$ cat src/rtl/ahb_burst_master_if.sv
// Bundle of command, write/read stream, completion and AHB signals for ahb_burst_master.
// The master modport is the burst engine's view; slave is the view of whatever drives it.
interface ahb_burst_master_if #(
    parameter int DATA_W = 32,
    parameter int ADDR_W = 32,
    parameter int LEN_W  = 4
);
    logic              cmd_valid;
    logic              cmd_ready;
    logic              cmd_wr;
    logic [ADDR_W-1:0] cmd_addr;
    logic [LEN_W-1:0]  cmd_len;
    logic [DATA_W-1:0] wdata;
    logic              wdata_valid;
    logic              wdata_ready;
    logic [DATA_W-1:0] rdata;
    logic              rdata_valid;
    logic              done;
    logic              err;
    logic [ADDR_W-1:0] haddr;
    logic [1:0]        htrans;
    logic              hwrite;
    logic [2:0]        hsize;
    logic [2:0]        hburst;
    logic [DATA_W-1:0] hwdata;
    logic [DATA_W-1:0] hrdata;
    logic              hready;
    logic              hresp;

    modport master (
        input  cmd_valid, cmd_wr, cmd_addr, cmd_len,
        input  wdata, wdata_valid,
        input  hrdata, hready, hresp,
        output cmd_ready, wdata_ready, rdata, rdata_valid, done, err,
        output haddr, htrans, hwrite, hsize, hburst, hwdata
    );

    modport slave (
        output cmd_valid, cmd_wr, cmd_addr, cmd_len,
        output wdata, wdata_valid,
        output hrdata, hready, hresp,
        input  cmd_ready, wdata_ready, rdata, rdata_valid, done, err,
        input  haddr, htrans, hwrite, hsize, hburst, hwdata
    );
endinterface

$ cat src/rtl/ahb_burst_master.sv
// AHB-Lite burst master: turns one command into a SINGLE/INCR burst with pipelined
// address/data phases, write-data stalls (BUSY), 1KB re-NONSEQ and ERROR abort.
module ahb_burst_master #(
    parameter int DATA_W = 32,
    parameter int ADDR_W = 32,
    parameter int LEN_W  = 4
) (
    input  logic               hclk,
    input  logic               hresetn,
    ahb_burst_master_if.master bus
);
    localparam int                BYTES = DATA_W / 8;
    localparam logic [2:0]        SIZE  = (DATA_W == 64) ? 3'd3 : 3'd2;
    localparam logic [ADDR_W-1:0] STEP  = ADDR_W'(BYTES);

    localparam logic [1:0] HT_IDLE   = 2'b00;
    localparam logic [1:0] HT_BUSY   = 2'b01;
    localparam logic [1:0] HT_NONSEQ = 2'b10;
    localparam logic [1:0] HT_SEQ    = 2'b11;

    localparam logic [2:0] HB_SINGLE = 3'b000;
    localparam logic [2:0] HB_INCR   = 3'b001;

    localparam logic [1:0] S_IDLE      = 2'd0;
    localparam logic [1:0] S_ADDR      = 2'd1;
    localparam logic [1:0] S_DATA_LAST = 2'd2;
    localparam logic [1:0] S_ERR       = 2'd3;

    logic [1:0]        state_reg;
    logic [1:0]        state_next;
    logic [ADDR_W-1:0] haddr_reg;
    logic              hwrite_reg;
    logic [2:0]        hsize_reg;
    logic [2:0]        hburst_reg;
    logic [DATA_W-1:0] hwdata_reg;
    logic [LEN_W-1:0]  beats_left_reg;
    logic              nonseq_reg;
    logic              dphase_reg;
    logic              cmd_ready_reg;
    logic              done_reg;
    logic              err_reg;

    logic              cmd_accept;
    logic              data_present;
    logic              addr_accept;
    logic              err_detect;
    logic              finish;
    logic              last_beat;
    logic [ADDR_W-1:0] haddr_inc;
    logic [1:0]        htrans_comb;
    logic              rdata_valid_comb;
    logic [DATA_W-1:0] rdata_comb;

    assign cmd_accept   = (state_reg == S_IDLE) && cmd_ready_reg && bus.cmd_valid;
    assign data_present = !hwrite_reg || bus.wdata_valid;
    // First ERROR cycle (hready low) beats any address hand-over in the same cycle.
    assign err_detect   = dphase_reg && bus.hresp && !bus.hready;
    assign addr_accept  = (state_reg == S_ADDR) && bus.hready && data_present && !err_detect;
    assign finish       = ((state_reg == S_DATA_LAST) || (state_reg == S_ERR)) && bus.hready;
    assign last_beat    = (beats_left_reg == '0);
    assign haddr_inc    = haddr_reg + STEP;

    always_comb begin
        state_next = state_reg;
        case (state_reg)
            S_IDLE: begin
                if (cmd_accept) state_next = S_ADDR;
            end
            S_ADDR: begin
                if (err_detect)                    state_next = S_ERR;
                else if (addr_accept && last_beat) state_next = S_DATA_LAST;
            end
            S_DATA_LAST: begin
                if (err_detect)       state_next = S_ERR;
                else if (bus.hready)  state_next = S_IDLE;
            end
            S_ERR: begin
                if (bus.hready) state_next = S_IDLE;
            end
            default: state_next = S_IDLE;
        endcase
    end

    // A write beat with no data yet holds the address: BUSY mid-burst, IDLE before a NONSEQ.
    always_comb begin
        htrans_comb = HT_IDLE;
        if (state_reg == S_ADDR) begin
            if (!data_present) htrans_comb = nonseq_reg ? HT_IDLE : HT_BUSY;
            else               htrans_comb = nonseq_reg ? HT_NONSEQ : HT_SEQ;
        end
    end

    assign rdata_valid_comb = dphase_reg && !hwrite_reg && bus.hready && !bus.hresp;

    for (genvar gi = 0; gi < BYTES; gi++) begin : g_rlane
        assign rdata_comb[8*gi +: 8] = rdata_valid_comb ? bus.hrdata[8*gi +: 8] : 8'h00;
    end

    always_ff @(posedge hclk or negedge hresetn) begin
        if (!hresetn) begin
            state_reg      <= S_IDLE;
            haddr_reg      <= '0;
            hwrite_reg     <= 1'b0;
            hsize_reg      <= 3'b000;
            hburst_reg     <= 3'b000;
            hwdata_reg     <= '0;
            beats_left_reg <= '0;
            nonseq_reg     <= 1'b0;
            dphase_reg     <= 1'b0;
            cmd_ready_reg  <= 1'b0;
            done_reg       <= 1'b0;
            err_reg        <= 1'b0;
        end else begin
            state_reg     <= state_next;
            // cmd_ready stays low in the done cycle so the two never coincide.
            cmd_ready_reg <= (state_next == S_IDLE) && !finish;
            done_reg      <= finish;
            err_reg       <= finish && (state_reg == S_ERR);

            if (bus.hready) dphase_reg <= addr_accept;

            if (cmd_accept) begin
                haddr_reg      <= bus.cmd_addr;
                hwrite_reg     <= bus.cmd_wr;
                hsize_reg      <= SIZE;
                hburst_reg     <= (bus.cmd_len == '0) ? HB_SINGLE : HB_INCR;
                beats_left_reg <= bus.cmd_len;
                nonseq_reg     <= 1'b1;
            end else if (addr_accept && !last_beat) begin
                haddr_reg      <= haddr_inc;
                beats_left_reg <= beats_left_reg - LEN_W'(1);
                nonseq_reg     <= (haddr_inc[9:0] == 10'd0);
            end

            if (addr_accept && hwrite_reg) hwdata_reg <= bus.wdata;
        end
    end

    assign bus.cmd_ready   = cmd_ready_reg;
    assign bus.wdata_ready = (state_reg == S_ADDR) && hwrite_reg && bus.hready;
    assign bus.rdata       = rdata_comb;
    assign bus.rdata_valid = rdata_valid_comb;
    assign bus.done        = done_reg;
    assign bus.err         = err_reg;
    assign bus.haddr       = haddr_reg;
    assign bus.htrans      = htrans_comb;
    assign bus.hwrite      = hwrite_reg;
    assign bus.hsize       = hsize_reg;
    assign bus.hburst      = hburst_reg;
    assign bus.hwdata      = hwdata_reg;
endmodule

$ cat src/flat_wrapper.sv
// flat-port wrapper written by rule: the top's interface ports become plain ports
module ahb_burst_master_flat 
#(
    parameter int DATA_W = 32,
    parameter int ADDR_W = 32,
    parameter int LEN_W  = 4
)
  (hclk, hresetn, bus_cmd_valid, bus_cmd_wr, bus_cmd_addr, bus_cmd_len, bus_wdata, bus_wdata_valid, bus_hrdata, bus_hready, bus_hresp, bus_cmd_ready, bus_wdata_ready, bus_rdata, bus_rdata_valid, bus_done, bus_err, bus_haddr, bus_htrans, bus_hwrite, bus_hsize, bus_hburst, bus_hwdata);
  ahb_burst_master_if #(.DATA_W(DATA_W), .ADDR_W(ADDR_W), .LEN_W(LEN_W)) bus_i ();
  input  logic hclk;
  input  logic hresetn;
  input wire logic [$bits(bus_i.cmd_valid)-1:0] bus_cmd_valid;
  input wire logic [$bits(bus_i.cmd_wr)-1:0] bus_cmd_wr;
  input wire logic [$bits(bus_i.cmd_addr)-1:0] bus_cmd_addr;
  input wire logic [$bits(bus_i.cmd_len)-1:0] bus_cmd_len;
  input wire logic [$bits(bus_i.wdata)-1:0] bus_wdata;
  input wire logic [$bits(bus_i.wdata_valid)-1:0] bus_wdata_valid;
  input wire logic [$bits(bus_i.hrdata)-1:0] bus_hrdata;
  input wire logic [$bits(bus_i.hready)-1:0] bus_hready;
  input wire logic [$bits(bus_i.hresp)-1:0] bus_hresp;
  output wire logic [$bits(bus_i.cmd_ready)-1:0] bus_cmd_ready;
  output wire logic [$bits(bus_i.wdata_ready)-1:0] bus_wdata_ready;
  output wire logic [$bits(bus_i.rdata)-1:0] bus_rdata;
  output wire logic [$bits(bus_i.rdata_valid)-1:0] bus_rdata_valid;
  output wire logic [$bits(bus_i.done)-1:0] bus_done;
  output wire logic [$bits(bus_i.err)-1:0] bus_err;
  output wire logic [$bits(bus_i.haddr)-1:0] bus_haddr;
  output wire logic [$bits(bus_i.htrans)-1:0] bus_htrans;
  output wire logic [$bits(bus_i.hwrite)-1:0] bus_hwrite;
  output wire logic [$bits(bus_i.hsize)-1:0] bus_hsize;
  output wire logic [$bits(bus_i.hburst)-1:0] bus_hburst;
  output wire logic [$bits(bus_i.hwdata)-1:0] bus_hwdata;
  assign bus_i.cmd_valid = bus_cmd_valid;
  assign bus_i.cmd_wr = bus_cmd_wr;
  assign bus_i.cmd_addr = bus_cmd_addr;
  assign bus_i.cmd_len = bus_cmd_len;
  assign bus_i.wdata = bus_wdata;
  assign bus_i.wdata_valid = bus_wdata_valid;
  assign bus_i.hrdata = bus_hrdata;
  assign bus_i.hready = bus_hready;
  assign bus_i.hresp = bus_hresp;
  assign bus_cmd_ready = bus_i.cmd_ready;
  assign bus_wdata_ready = bus_i.wdata_ready;
  assign bus_rdata = bus_i.rdata;
  assign bus_rdata_valid = bus_i.rdata_valid;
  assign bus_done = bus_i.done;
  assign bus_err = bus_i.err;
  assign bus_haddr = bus_i.haddr;
  assign bus_htrans = bus_i.htrans;
  assign bus_hwrite = bus_i.hwrite;
  assign bus_hsize = bus_i.hsize;
  assign bus_hburst = bus_i.hburst;
  assign bus_hwdata = bus_i.hwdata;
  ahb_burst_master #(.DATA_W(DATA_W), .ADDR_W(ADDR_W), .LEN_W(LEN_W)) u_core (.hclk(hclk), .hresetn(hresetn), .bus(bus_i));
endmodule
$ cat config.mk
export PLATFORM = sky130hd
export DESIGN_NAME = ahb_burst_master_flat
export DESIGN_NICKNAME = d
export VERILOG_FILES = /design/src/rtl/ahb_burst_master_if.sv /design/src/rtl/ahb_burst_master.sv /design/src/flat_wrapper.sv
export SDC_FILE = /design/constraint.sdc
export NUM_CORES = 1
export LEC_CHECK = 0
export ABC_AREA = 1
export CORE_MARGIN = 5
export CORE_UTILIZATION = 25
export CTS_CLUSTER_SIZE = 8
export DETAILED_ROUTE_END_ITERATION = 12
export PLACE_DENSITY = 0.54
export SLEW_MARGIN = 0
export SYNTH_ARGS = -nofsm -noshare
export SYNTH_HDL_FRONTEND = slang
export SYNTH_SLANG_ARGS = --single-unit
$ cat constraint.sdc
create_clock -name hclk -period 1.64 [get_ports hclk]
set_input_delay 0.328 -clock hclk [delete_from_list [all_inputs] [get_ports hclk]]
set_output_delay 0.328 -clock hclk [all_outputs]
set_load 0.05 [all_outputs]
==> reports/results.ini <==
[setup_path]
cp-startpoint=u_core.dphase_reg
crit_arrival_ns=1.61
r2r_cells=7
critical_path.max_fanout=7
setup.worst_path.start_class=flop
path_class=flop to output pin
cp.required_ns=1.31
critPathCaptureType=output pin
rr_startpoint=u_core.state_reg[1]

[floorplanning]
fp.dieW_um=147
die_h_um=147
start_util_pct=25.2
dieArea_um2=21500
io_pins=217
coreArea_um2=18500
rows=50

[routing]
drt_first_pass_iters=7
wl_per_cell_um=14.5
via_per_inst=4.29
drc=0
routed_wl_mm=16.4
antenna_left=0
first_iter_violations=256
vias=4821

[pwr]
leakage_nw=4.20
cellPowerDensity_nw_per_um2=1900
peakVddDrop_v=0.000949

[global_routing]
antenna_found_initial=0
grt_pass1_wl_mm=25.2
overflow=0
grt_max_degree=79
grt.busiest_layer=met2
met1_usage_pct=19.9
met3_usage_pct=3.26
use_met2_pct=24.0
grtUsageTotal_pct=15.0
grt_pass1_vias=4626

[finish]
layout.nets=995
layout_commonest_cell=nand2_1
layout.cells.non_filler=1125
diodes=0
drive_gt1_share_pct=34.8
area_delta_synth_final_pct=93.9
final_cell_mix=nand2_1, clkdlybuf4s50_1, nor2_1

[yosys]
synth_flop_cell=dfrtp_1
synthCells=617
syn_area_per_cell_um2=7.55
seq_area_frac_synth_pct=41.9
async_flop_share_pct=100
synth_cell_types=34
netlist_area_um2=4660
synth_edf_count=0
yosys_register_bits=78
ys.warnings.count=0

[sta]
fin_crit_sh_pct=118
setup_viol=35
min_period_ns=1.93
slew_viol_final=0
hold_viol=7
worst_slack_ns=-0.295
clock_skew_ns=0.00810
fin_tns_setup_ns=-8.82
grt_setup_unrepaired=true
fmax_ghz=0.517
hold_slack_ns=-0.0184

[clock_network]
tritoncts=yes
cts_sinks=78
clockRootBuffer=clkbuf_16
cts.clk_slew.worst_paths_ns=0.06
h-tree-depth=3
ctsHoldBuffers=0
clk_latency_ns=0.34
cts_made_buffers=9
cts_buffer_depth=2

[run_status]
violations=negative hold slack, negative setup slack
status=finished, violations left

[run]
drv_cap=0

[place]
dp.cells=1095
port_buffers=212
hpwl_mm=12.8
finalWeightedCongestion=0.847

[hold_path]
min_path_type=input port to async pin

-- worst paths after layout --
check                           slack [ns]                       end
worst max-delay path                 -0.29             bus_rdata[20]
worst min-delay path                 -0.02  u_core.beats_left_reg[0]
worst max register to register        0.04     u_core.bus.hwdata[12]
worst min register to register        0.48       u_core.bus.hsize[1]
max in group asynchronous             1.26       u_core.state_reg[1]
min in group hclk                     0.48       u_core.bus.hsize[1]
-- worst max-delay path, cell delays in order, from the launching register on --
cell and delay [ns]:
dfrtp_1 0.36, inv_2 0.06, nor4_4 0.28, inv_4 0.12
clkbuf_16 0.20, nor2_4 0.10, buf_12 0.14
-- kinds of logic after synthesis --
kind of cell	count (synthesis)	share of synthesized area [%]
adder cells (fa/ha/maj)	2	0.537
multiplexers	32	10.2
AO/OA/AOI/OAI	61	7.12
XOR/XNOR	6	1.13
buffers and inverters	113	10.6
AND/OR/NAND/NOR	324	28.5
flip-flops	78	41.9
other	1	0.0805
-- per-stage QoR --
step	total power [mW]	utilization [%]	setup WS, ns	instance area, µm²
after detailed placement	14.3	44.9	-0.435	8310
after global placement	14.3	44.9	-0.404	8310
after CTS	17.0	47.8	-0.407	8840
after floorplan	9.69	-	-0.660	4950
after global routing	18.1	48.8	-0.393	9030
final	17.2	48.8	-0.295	9030
-- metal layers --
layer / up-vias / part of all wire [%]
met2: 175 / 47
li1: 2457 / -
met3: 13 / 6.2
met4: 0 / 1.6
met1: 2176 / 46
met5: - / 0
-- synth_stat cells, types with 5 or more instances --
cell type  instances  area [µm²]
nand2_1          139         522
nor2_1           131         492
inv_1             83         312
dfrtp_1           78        1950
nand3_1           32         160
mux2_4            30         450
o21ai_0           21         105
a21oi_1           17        85.1
buf_2             15        75.1
o21ai_1           10        50.1
buf_4              7        52.6
o22ai_1            6        37.5
xor2_1             6        52.6
inv_2              5        18.8
-- where the power goes --
part           internal [mW]  switching (mW)
Clock                   1.38           0.824
Sequential              2.84           0.854
Combinational           5.00            6.28
Total                   9.21            7.96
-- cell type report --
class,count,area [µm²]
Clock inverter,5,83.8
Timing Repair Buffer,280,3470
Sequential cell,78,1960
Clock buffer,11,243
Multi-Input combinational cell,429,2630
Fill cell,1745,9480
Tap cell,234,293
Inverter,88,350
-- what timing repair did --
action	CTS	global route
setup buffers	11	3
pin swaps	7	16
resized for setup	32	39
gates cloned	1	3
endpoints found under the setup margin	66	103
Power figures use the tool's default switching activity.
